### src/rtl/mix_pkg.sv
// Shared widths, Q1.23 limits and the frame tag carried alongside the multiplier.
package mix_pkg;
  localparam int SAMPLE_W = 24;
  localparam logic [SAMPLE_W-1:0] Q123_MAX = 24'h7fffff;
  localparam logic [SAMPLE_W-1:0] Q123_MIN = 24'h800000;

  typedef struct packed {
    logic issue;
    logic first;
    logic last;
  } tag_t;
endpackage

### src/rtl/mixacc_tagdly.sv
// Matched delay line for frame tags; mirrors the multiplier's fixed latency.
module mixacc_tagdly
  import mix_pkg::*;
#(
  parameter int DEPTH = 5
) (
  input  logic clk,
  input  logic rst_n,
  input  tag_t tag_i,
  output tag_t tag_o
);
  tag_t [DEPTH-1:0] pipe;

  always_ff @(posedge clk or negedge rst_n) begin
    if (!rst_n) begin
      pipe <= '0;
    end else begin
      pipe[0] <= tag_i;
      for (int i = 1; i < DEPTH; i++) pipe[i] <= pipe[i-1];
    end
  end

  assign tag_o = pipe[DEPTH-1];
endmodule

### src/rtl/mixacc.sv
// Frame mixer: sums aligned multiplier products with guard bits, saturates to Q1.23
// on the last channel and presents the sample through a valid/ack holding register.
module mixacc
  import mix_pkg::*;
#(
  parameter int MP_LATENCY = 5,
  parameter int GUARD      = 4
) (
  input  logic                clk,
  input  logic                rst_n,
  input  logic                issue_i,
  input  logic                first_i,
  input  logic                last_i,
  input  logic [SAMPLE_W-1:0] mprod_i,
  output logic [SAMPLE_W-1:0] sample_o,
  output logic                valid_o,
  input  logic                ack_i,
  output logic                clip_o,
  output logic                overrun_o,
  output logic                frame_err_o
);
  localparam int ACC_W = SAMPLE_W + GUARD;

  // Async assert, sync release of the internal reset.
  logic [1:0] rst_sync;
  logic       rst_l;

  always_ff @(posedge clk or negedge rst_n) begin
    if (!rst_n) rst_sync <= '0;
    else        rst_sync <= {rst_sync[0], 1'b1};
  end
  assign rst_l = rst_sync[1];

  tag_t tag_in, tag_al;

  assign tag_in = '{issue: issue_i, first: first_i & issue_i, last: last_i & issue_i};

  mixacc_tagdly #(.DEPTH(MP_LATENCY)) u_tagdly (
    .clk   (clk),
    .rst_n (rst_l),
    .tag_i (tag_in),
    .tag_o (tag_al)
  );

  logic [ACC_W-1:0]    acc, acc_next, p;
  logic                open, open_next;
  logic                err_set, done;
  logic                fits, sat_clip;
  logic [SAMPLE_W-1:0] sat_s;

  assign p = {{GUARD{mprod_i[SAMPLE_W-1]}}, mprod_i};

  always_comb begin
    acc_next  = acc;
    open_next = open;
    err_set   = 1'b0;
    done      = 1'b0;
    if (tag_al.issue) begin
      if (tag_al.first) begin
        acc_next  = p;
        err_set   = open;
        open_next = 1'b1;
      end else if (open) begin
        acc_next = acc + p;
      end else begin
        err_set = 1'b1;
      end
      // A stray last with no open frame is ignored along with its product.
      if (tag_al.last && (tag_al.first || open)) begin
        done      = 1'b1;
        open_next = 1'b0;
      end
    end
  end

  // In range iff every bit from the Q1.23 sign upward agrees.
  always_comb begin
    fits     = (acc_next[ACC_W-1:SAMPLE_W-1] == '0) || (acc_next[ACC_W-1:SAMPLE_W-1] == '1);
    sat_clip = ~fits;
    if (fits)                  sat_s = acc_next[SAMPLE_W-1:0];
    else if (acc_next[ACC_W-1]) sat_s = Q123_MIN;
    else                       sat_s = Q123_MAX;
  end

  always_ff @(posedge clk or negedge rst_l) begin
    if (!rst_l) begin
      acc  <= '0;
      open <= 1'b0;
    end else begin
      acc  <= acc_next;
      open <= open_next;
    end
  end

  always_ff @(posedge clk or negedge rst_l) begin
    if (!rst_l) begin
      sample_o    <= '0;
      valid_o     <= 1'b0;
      clip_o      <= 1'b0;
      overrun_o   <= 1'b0;
      frame_err_o <= 1'b0;
    end else begin
      clip_o <= done & sat_clip;
      if (err_set) frame_err_o <= 1'b1;
      if (done) begin
        if (!valid_o || ack_i) begin
          sample_o <= sat_s;
          valid_o  <= 1'b1;
        end else begin
          overrun_o <= 1'b1;
        end
      end else if (ack_i) begin
        valid_o <= 1'b0;
      end
    end
  end
endmodule
### config.mk
export PLATFORM = sky130hd
export DESIGN_NAME = mixacc
export DESIGN_NICKNAME = d
export VERILOG_FILES = /design/src/rtl/mix_pkg.sv /design/src/rtl/mixacc_tagdly.sv /design/src/rtl/mixacc.sv
export SDC_FILE = /design/constraint.sdc
export NUM_CORES = 1
export LEC_CHECK = 0
export ABC_CLOCK_PERIOD_IN_PS = 2400
export CAP_MARGIN = 20
export CORE_UTILIZATION = 56
export DETAILED_ROUTE_END_ITERATION = 10
export GPL_ROUTABILITY_DRIVEN = 0
export GPL_TIMING_DRIVEN = 0
export PLACE_DENSITY = 0.82
export SLEW_MARGIN = 15
export SYNTH_ARGS = -nofsm -noshare
export SYNTH_HDL_FRONTEND = slang
export SYNTH_SLANG_ARGS = --single-unit
### constraint.sdc
create_clock -name clk -period 2.4 [get_ports clk]
set_input_delay 0.48 -clock clk [delete_from_list [all_inputs] [get_ports clk]]
set_output_delay 0.48 -clock clk [all_outputs]
set_load 0.05 [all_outputs]
# ---- Yosys cells after proc, flatten, opt, wreduce, memory -nomap -nowiden
# Cells that the tools add are included.
dict set report classes {
  div_mod_pow 0
  reduce_logical 12
  mul 0
  shift 0
  bitwise_logic 5
  add_sub_neg 1
  n_mux 15
  eq_ne 2
  order_cmp 0
}
# cell n
set ops {}
lappend ops {{$mux 28} 3}
lappend ops {{$mux 24} 2}
lappend ops {{$add 28x28->28} 1}
lappend ops {{$mux 1} 10}
lappend ops {{$reduce_and 2->1} 4}
lappend ops {{$eq 5x5->1 const B} 1}
lappend ops {{$logic_not 5->1} 1}
lappend ops {{$reduce_bool 2->1} 2}
lappend ops {{$and 1x1->1} 3}
lappend ops {{$logic_or 1x1->1} 3}
lappend ops {{$ne 2x1->1 const B} 1}
lappend ops {{$not 1->1} 2}
lappend ops {{$logic_and 1x1->1} 1}
lappend ops {{$logic_not 1->1} 1}
dict set report word_totals {
  ram_bits 0
  latch_bits 0
  ff_bits 74
  in_bits 30
  mem_count 0
  rom_bits 0
}

# ---- Longest topological paths before layout
# Gate-level depths: netlist of run 1.
dict set report depth {
  ltp_word 8
  depth_mapped 14
  mapped_depth_nobuf 12
}

# ---- Hierarchy
# From an unflattened synthesis of run 1, not the netlist that was laid out.
dict set report unflattened {
  cells_unflattened 533
  hier_area_um2 4895.9
}
# mod cells_each area_per_inst_um2 instances
set by_module_without_submodules {}
lappend by_module_without_submodules {mixacc 515 4498.1 1}
lappend by_module_without_submodules {mixacc_tagdly 18 397.9 1}

# ---- Worst setup path after synthesis of run 1
# No wires, ideal clock.
dict set report synth_timing {
  kind {input -> register}
  start {input mprod_i[19]}
  end {register sample_o[12]}
  cell_stages 12
  setup_slack_ps -729
  t_required_ps 2263
  n_path_buf 2
  arrival_time_ps 2992
  path_cell_list {ha_1 -> buf_6 -> a21o_1 -> a221o_1 -> a21o_1 -> or3_1 -> mux2i_1 -> nor3_1 -> or4_4 -> nand3_4 -> buf_12 -> o211ai_2}
}
dict set report synth_via {
  elab_chain_len 7
  word_cells_on_any_way 9
  classes_between {add/sub: 1; eq/ne: 1; mux: 5; reduce/logical: 2}
}
# element line_no
set synth_rtl {}
lappend synth_rtl {{from (decl)} mixacc.sv:14} ;# input logic [SAMPLE_W-1:0] mprod_i,
lappend synth_rtl {{$add 28x28->28 *} mixacc.sv:64} ;# acc_next = acc + p;
lappend synth_rtl {{$mux 28 *} mixacc.sv:63} ;# end else if (open) begin
lappend synth_rtl {{$mux 28 *} mixacc.sv:59} ;# if (tag_al.first) begin
lappend synth_rtl {{$mux 28 *} mixacc.sv:58} ;# if (tag_al.issue) begin
lappend synth_rtl {{named net acc_next[26]} mixacc.sv:45} ;# logic [ACC_W-1:0] acc, acc_next, p;
lappend synth_rtl {{$eq 5x5->1 / $logic_not 5->1 (equally long branches)} mixacc.sv:78} ;# fits = (acc_next[ACC_W-1:SAMPLE_W-1] == '0) || (acc_next[ACC_W-1:SAMPLE_W-1] == '1);
lappend synth_rtl {{$logic_or 1x1->1 *} mixacc.sv:78}
lappend synth_rtl {{$mux 24 *} mixacc.sv:80} ;# if (fits) sat_s = acc_next[SAMPLE_W-1:0];
lappend synth_rtl {{to (signal assigned)} mixacc.sv:107} ;# sample_o <= sat_s;
lappend synth_rtl {{to (decl)} mixacc.sv:15} ;# output logic [SAMPLE_W-1:0] sample_o,
# Mark *: on every way through the listed nets, which the timed path passes. The rest lies on a longest branch.
# A chain may end at the register's enable or synchronous reset.

# ---- Worst setup path in the final report of run 1
dict set report layout_timing {
  start {register acc[0]}
  end {register sample_o[20]}
}
dict set report layout_via {
  elab_chain_len 7
  word_cells_on_any_way 9
  classes_between {add/sub: 1; eq/ne: 1; mux: 5; reduce/logical: 2}
}
# element line_no
set layout_rtl {}
lappend layout_rtl {{from (decl)} mixacc.sv:45}
lappend layout_rtl {{from (signal assigned)} mixacc.sv:90} ;# acc <= acc_next;
lappend layout_rtl {{$add 28x28->28 *} mixacc.sv:64}
lappend layout_rtl {{$mux 28 *} mixacc.sv:63}
lappend layout_rtl {{$mux 28 *} mixacc.sv:59}
lappend layout_rtl {{$mux 28 *} mixacc.sv:58}
lappend layout_rtl {{named net acc_next[24]} mixacc.sv:45}
lappend layout_rtl {{$eq 5x5->1 / $logic_not 5->1 (equally long branches)} mixacc.sv:78}
lappend layout_rtl {{$logic_or 1x1->1 *} mixacc.sv:78}
lappend layout_rtl {{$mux 24 *} mixacc.sv:80}
# Marks and branches as above.

==> impl_metrics.py, run 1 <==
metrics = {
    "yosys": {
        "ys_ff_latch": 74,
        "ys_seq_area_frac": 0.391,
        "netlist_instances": 534,
        "synthXorXnorAreaFrac": 0.0333,
        "synth_adder_area_share": 0.0782,
        "synth_area_sq_um": 4740,
        "synth.area.top_cells": "dfrtp_1 (39%), ha_1 (7.4%), a21oi_1 (5.9%)",
        "synth_top_area_frac": 0.391,
        "async_flop_share": 1.00,
        "synth_area_per_cell_sq_um": 8.87,
        "synth-simple-area-share": 0.158,
        "synth.most_common_cell": "dfrtp_1",
        "synth-edff-count": 0,
        "ys_warn_count": 0,
        "synth-compound-area-share": 0.281,
        "synth_top_family_by_area": "compound AO/OA/AOI/OAI gates",
        "synthMuxAreaShare": 0.0108,
        "synth_commonest_cells": "dfrtp_1 (74), a21oi_1 (56), nand2_1 (53)",
        "synth.net_count": 593,
        "ys.flop_type": "dfrtp_1",
        "yosys.cell_types.count": 61,
        "yosysTopAreaCell": "dfrtp_1",
    },
    "floorplan": {
        "core_sq_um": 8220,
        "pin_count": 58,
        "initial_core_util": 0.577,
        "die-area_sq_um": 8830,
        "dieWidth_microns": 94.0,
        "rows": 33,
        "die_h_microns": 94.0,
    },
    "timing": {
        "slew_headroom": 0.443,
        "finalWorstSetupSlack_ns": -0.902,
        "max_clock_freq_mhz": 303,
        "period_minus_slack_ns": 3.30,
        "rsz0062_at_grt": "yes",
        "final_min_period_over_clock_period": 1.38,
        "finalHoldViolCount": 0,
        "fin_tns_setup_ns": -21.98,
        "holdWs_ns": 0.182,
        "final_max_slew_viol_count": 0,
        "worstMarginPinSlew_ns": 0.832,
        "skew_ns": 0.0141,
        "final-setup-viol-count": 35,
    },
    "setup_path": {
        "worstPathArrival_ns": 3.56,
        "start_kind": "flip-flop",
        "cp_max_fo": 5,
        "path_class": "flip-flop to flip-flop",
        "reg2reg_from": "acc[0]$_DFF_PN0_",
        "setup.worst_path.start": "acc[0]$_DFF_PN0_",
        "required_ns": 2.66,
        "crit_path_end_kind": "flip-flop",
    },
    "clocking": {
        "cts_hold_buf": 0,
        "clockRootBuffer": "clkbuf_8",
        "cts_sinks": 74,
        "cts_max_level": 3,
        "cts_tree": "built",
        "clkSlewWorstSetupHoldPaths_ns": 0.10,
        "clock_latency_ns": 0.38,
        "numCtsBuffers": 9,
        "ctsLongestPathBuffers": 2,
    },
    "routing": {
        "vias": 5184,
        "drtAntennaViolNets": 0,
        "drt_wl_total_microns": 17300,
        "drtIter0Drc": 604,
        "wire_per_inst_microns": 23.0,
        "drt_pass1_iterations": 6,
        "vias_per_cell": 6.88,
        "drc": 0,
    },
    "place": {
        "place_inst": 697,
        "pre_cts_ws_ns": -1.51,
        "postPlaceCellArea_sq_um": 5630,
        "dpl.hpwl_microns": 10300,
        "portBuffers": 57,
    },
    "global_routing": {
        "gr-usage-all-layers": 0.378,
        "antenna_found_initial": 1,
        "first_global_vias": 4768,
        "grt_remaining_overflow": 0,
        "grt_first_pass_wirelength_microns": 24900,
        "grt_start_max_net_pins": 58,
    },
    "layout": {
        "nets": 702,
        "drive_above_1_share": 0.273,
        "stdcell_count": 754,
        "syn_to_final_growth_pct": 43.2,
        "final_area_sq_um": 6780,
    },
    "run_status": {
        "violations": "negative setup slack",
        "outcome": "finished, violations left",
    },
    "min_path": {
        "hold_class": "flip-flop to asynchronous set/reset pin",
    },
    "run": {
        "cap_violations": 0,
    },
    "pwr": {
        "power.leakage_nw": 2.89,
        "vdd_drop_max_uv": 1070,
        "power.density_nw_per_um2": 1490,
    },
}
power by group:
part | switching (mW) | internal [mW]
clock | 0.581 | 0.394
combinational | 4.01 | 2.98
sequential | 0.442 | 1.70
total | 5.03 | 5.07
layer usage:
metal | global-route usage | up-vias | wire, microns
li1 | - | 2186 | -
met1 | 0.488 | 2478 | 6570
met2 | 0.617 | 423 | 8170
met3 | 0.0736 | 97 | 1800
met4 | 0.164 | 0 | 790
met5 | 0 | - | 0
repair_timing:
action,in CTS,in global routing
setup endpoints to repair,43,40
gates resized for setup,89,64
gates cloned,3,0
setup buffers,28,19
pin swaps,33,45
flip-flops by register name (all words and copies together), names as in the netlist:
signal          count
acc                28
sample_o           24
u_tagdly.pipe      12
u_tagdly.tag_o      3
rst_sync            2
clip_o              1
frame_err_o         1
open                1
overrun_o           1
valid_o             1
area by class of cell:
type / instances / area (sq um)
multi-input combinational: 409 / 3380
timing repair buffer: 104 / 1010
antenna: 1 / 2.50
inverter: 23 / 88.8
clock inverter: 7 / 58.8
clock buffer: 9 / 124
fill: 450 / 1430
buffer: 22 / 134
sequential: 74 / 1860
tap: 105 / 131
layout by cell type, fill, tap and decap left out, drive strengths merged, types with 16 or more instances in the layout:
cell type	count
o22ai	23
nor2	38
inv	27
o211ai	16
ha	28
dfrtp	74
a21oi	56
nand2	55
clkbuf	25
buf	53
clkdlybuf4s50	35
o21ai	29
final timing paths:
| path | slack [ns] | endpoint | cells past startpoint |
|---|---|---|---|
| worst max-delay path | -0.90 | sample_o[20]$_DFFE_PN0P_ | 15 |
| worst min-delay path | 0.18 | acc[23]$_DFF_PN0_ | 0 |
| worst max register to register | -0.90 | sample_o[20]$_DFFE_PN0P_ | 15 |
| worst min register to register | 0.18 | acc[23]$_DFF_PN0_ | 0 |
| max in group asynchronous | 1.62 | acc[18]$_DFF_PN0_ | 1 |
| min in group clk | 0.34 | u_tagdly.tag_o[1]$_DFF_PN0_ | 0 |
per-stage QoR:
| stage | utilization | power, mW |
|---|---|---|
| finish | 0.826 | 10.1 |
| detailed placement | 0.686 | 7.08 |
| CTS | 0.777 | 8.95 |
| floorplan | - | 5.73 |
| global route | 0.826 | 10.5 |
| global placement | 0.682 | 6.93 |
kinds of logic (layout without fill, tap and decap cells):
| kind of cell | count (synthesis) | after routing |
|---|---|---|
| AOI/OAI and AO/OA | 198 | 198 |
| muxes | 5 | 5 |
| and+or+nand+nor | 157 | 158 |
| xor gates and xnor gates | 18 | 18 |
| buffers and inverters | 52 | 165 |
| other | 1 | 2 |
| DFF | 74 | 74 |
| adders and majority gates | 29 | 29 |
critical path: stages (launching register included):
cell	delay, ns
dfrtp_1	0.40
ha_2	0.19
inv_2	0.05
fa_2	0.22
nor2b_2	0.06
o31a_1	0.34
buf_4	0.16
o211ai_1	0.28
nand3_2	0.17
mux2i_1	0.23
a21oi_2	0.07
or4_4	0.56
nand3_4	0.14
buf_12	0.12
buf_12	0.11
o211ai_2	0.08
(Power assumes the default switching activity.)
==> run 2: changes to the inputs <==
CORE_MARGIN = 5   (was unset)
CORE_UTILIZATION = 40   (was 56)
PLACE_DENSITY = 0.63   (was 0.82)
==> run 2 against run 1 <==
  * The run still ends with negative setup slack left
  * Die area grew 60%
  * Largest cell class unchanged
  * Total power increased by 3.5%
  * Clock skew fell by 0.0068 ns
  * Sequential share of layout area is 0.92 points lower
  * Critical endpoint is now sample_o[21]$_DFFE_PN0P_
  * Hold slack improved by 0.10 ns
==> impl_metrics.py, run 2 (same netlist as run 1, synthesis figures left out) <==
metrics = {
    "floorplan": {
        "die_h_microns": 119,
        "initial_core_util": 0.411,
        "die-area_sq_um": 14100,
        "pin_count": 58,
        "dieWidth_microns": 119,
        "core_sq_um": 11500,
        "rows": 39,
    },
    "timing": {
        "final_max_slew_viol_count": 0,
        "rsz0062_at_grt": "yes",
        "final-setup-viol-count": 35,
        "finalHoldViolCount": 0,
        "finalWorstSetupSlack_ns": -0.802,
        "skew_ns": 0.00732,
        "final_min_period_over_clock_period": 1.33,
        "period_minus_slack_ns": 3.20,
        "worstMarginPinSlew_ns": 0.833,
        "slew_headroom": 0.442,
        "fin_tns_setup_ns": -19.51,
        "max_clock_freq_mhz": 312,
        "holdWs_ns": 0.285,
    },
    "place": {
        "dpl.hpwl_microns": 10800,
        "pre_cts_ws_ns": -1.51,
        "portBuffers": 57,
    },
    "clocking": {
        "cts_tree": "built",
        "clockRootBuffer": "clkbuf_16",
        "clock_latency_ns": 0.34,
        "ctsLongestPathBuffers": 2,
        "clkSlewWorstSetupHoldPaths_ns": 0.06,
        "numCtsBuffers": 9,
        "cts_max_level": 3,
        "cts_sinks": 74,
        "cts_hold_buf": 0,
    },
    "layout": {
        "nets": 720,
        "reg_top3": "acc (28), sample_o (24), u_tagdly.pipe (12)",
        "largest_reg_flops": 28,
        "drive_above_1_share": 0.300,
        "regMostFlops": "acc",
        "syn_to_final_growth_pct": 48.2,
        "nFillCells": 964,
        "antenna_cells": 0,
        "layout_commonest_cell": "dfrtp_1",
        "fin_util": 0.610,
        "final_cell_mix": "dfrtp_1 (73), buf_4 (55), nand2_1 (48)",
    },
    "routing": {
        "drt_wl_total_microns": 16300,
        "vias": 4808,
        "wire_per_inst_microns": 20.2,
        "drc": 0,
        "drt_pass1_iterations": 5,
        "vias_per_cell": 5.94,
        "drtIter0Drc": 411,
        "drtAntennaViolNets": 0,
    },
    "setup_path": {
        "crit_slowest_cell": "or4_4",
        "worstPathArrival_ns": 3.42,
        "cp_max_fo": 5,
        "crit_chain": "ha_2 -> inv_2 -> fa_2 -> nor2b_2 -> o31a_1 -> buf_4 -> o211ai_1 -> nand3_2 -> mux2i_1 -> a21oi_2 -> or4_4 -> nand3_4 -> buf_6 -> buf_12 -> o211ai_2",
        "required_ns": 2.61,
        "max_stage_delay_ns": 0.57,
        "path_class": "flip-flop to flip-flop",
        "ff2ff_path_depth": 15,
        "crit_path_end_kind": "flip-flop",
        "start_kind": "flip-flop",
    },
    "run_status": {
        "outcome": "finished, violations left",
        "violations": "negative setup slack",
    },
    "global_routing": {
        "grt_first_pass_wirelength_microns": 25600,
        "antenna_found_initial": 0,
        "gr-usage-all-layers": 0.227,
        "first_global_vias": 4815,
        "grt_remaining_overflow": 0,
        "grt_start_max_net_pins": 40,
    },
    "run": {
        "cap_violations": 0,
    },
    "pwr": {
        "power.leakage_nw": 3.01,
        "power.density_nw_per_um2": 1490,
        "power_mw": 10.5,
        "vdd_drop_max_uv": 922,
    },
    "min_path": {
        "hold_class": "flip-flop to asynchronous set/reset pin",
    },
}
==> run 2: cell count changes in the layout (fill, tap and decap cells not counted), moves of 3 or more <==
cell | before | now
a21oi_2 | 10 | 15
ha_4 | 24 | 19
a21oi_1 | 38 | 35
ha_1 | 3 | 6
clkbuf_16 | 0 | 9
buf_4 | 36 | 55
clkbuf_8 | 9 | 1
==> run 2: through the flow <==
stage	cells	cell area (sq um)
after floorplan	534	4900
after global placement	734	5650
after detailed placement	735	5670
after CTS	790	6780
after global routing	809	7020
final	809	7020
==> run 2: layer usage <==
layer / share of wire / global-route usage / vias up
li1: - / - / 2228
met1: 0.45 / 0.312 / 2350
met2: 0.47 / 0.363 / 196
met3: 0.058 / 0.0370 / 34
met4: 0.027 / 0.0797 / 0
met5: 0 / 0 / -
==> run 2: repair_timing <==
| item | 4_1_cts | 5_1_grt |
|---|---|---|
| endpoints found under the setup margin | 45 | 40 |
| gates cloned | 4 | 0 |
| endpoints found under the hold margin | 0 | 0 |
| buffers inserted | 43 | 21 |
| gates resized for setup | 122 | 33 |
| pin swaps | 43 | 44 |
==> run 2: worst paths after layout <==
check	from	endpoint	slack, ns
max	acc[0]$_DFF_PN0_	sample_o[21]$_DFFE_PN0P_	-0.80
max reg2reg	acc[0]$_DFF_PN0_	sample_o[21]$_DFFE_PN0P_	-0.80
min in group clk	u_tagdly.pipe[4]$_DFF_PN0_	u_tagdly.pipe[7]$_DFF_PN0_	0.35
min	rst_sync[1]$_DFF_PN0_	u_tagdly.pipe[7]$_DFF_PN0_	0.29
min reg2reg	rst_sync[1]$_DFF_PN0_	u_tagdly.pipe[7]$_DFF_PN0_	0.29
max in group asynchronous	rst_sync[1]$_DFF_PN0_	sample_o[14]$_DFFE_PN0P_	1.54
==> run 2: cell type report <==
class	count	area, sq um	area share
clock inverter	7	83.8	0.0119
inverter	23	92.6	0.0132
timing repair buffer	122	1120	0.159
buffer	22	134	0.0191
clock buffer	9	225	0.0321
sequential	74	1860	0.264
tap	143	179	0.0255
multi-input combinational	409	3330	0.475
==> run 2: where the power goes <==
group | leakage [nW] | internal (mW) | switching [mW]
registers | 0.868 | 1.70 | 0.401
logic | 1.99 | 3.05 | 3.88
clock network | 0.149 | 0.826 | 0.603
total | 3.01 | 5.57 | 4.88
==> run 2: critical path: cells and delay by family (launching register included) <==
| kind | cells | cell delay [ns] |
|---|---|---|
| flip-flops | 1 | 0.39 |
| buffers and inverters | 4 | 0.43 |
| AO/OA/AOI/OAI | 4 | 0.70 |
| multiplexers | 1 | 0.24 |
| AND/OR/NAND/NOR | 4 | 0.90 |
| adder cells (fa/ha/maj) | 2 | 0.40 |
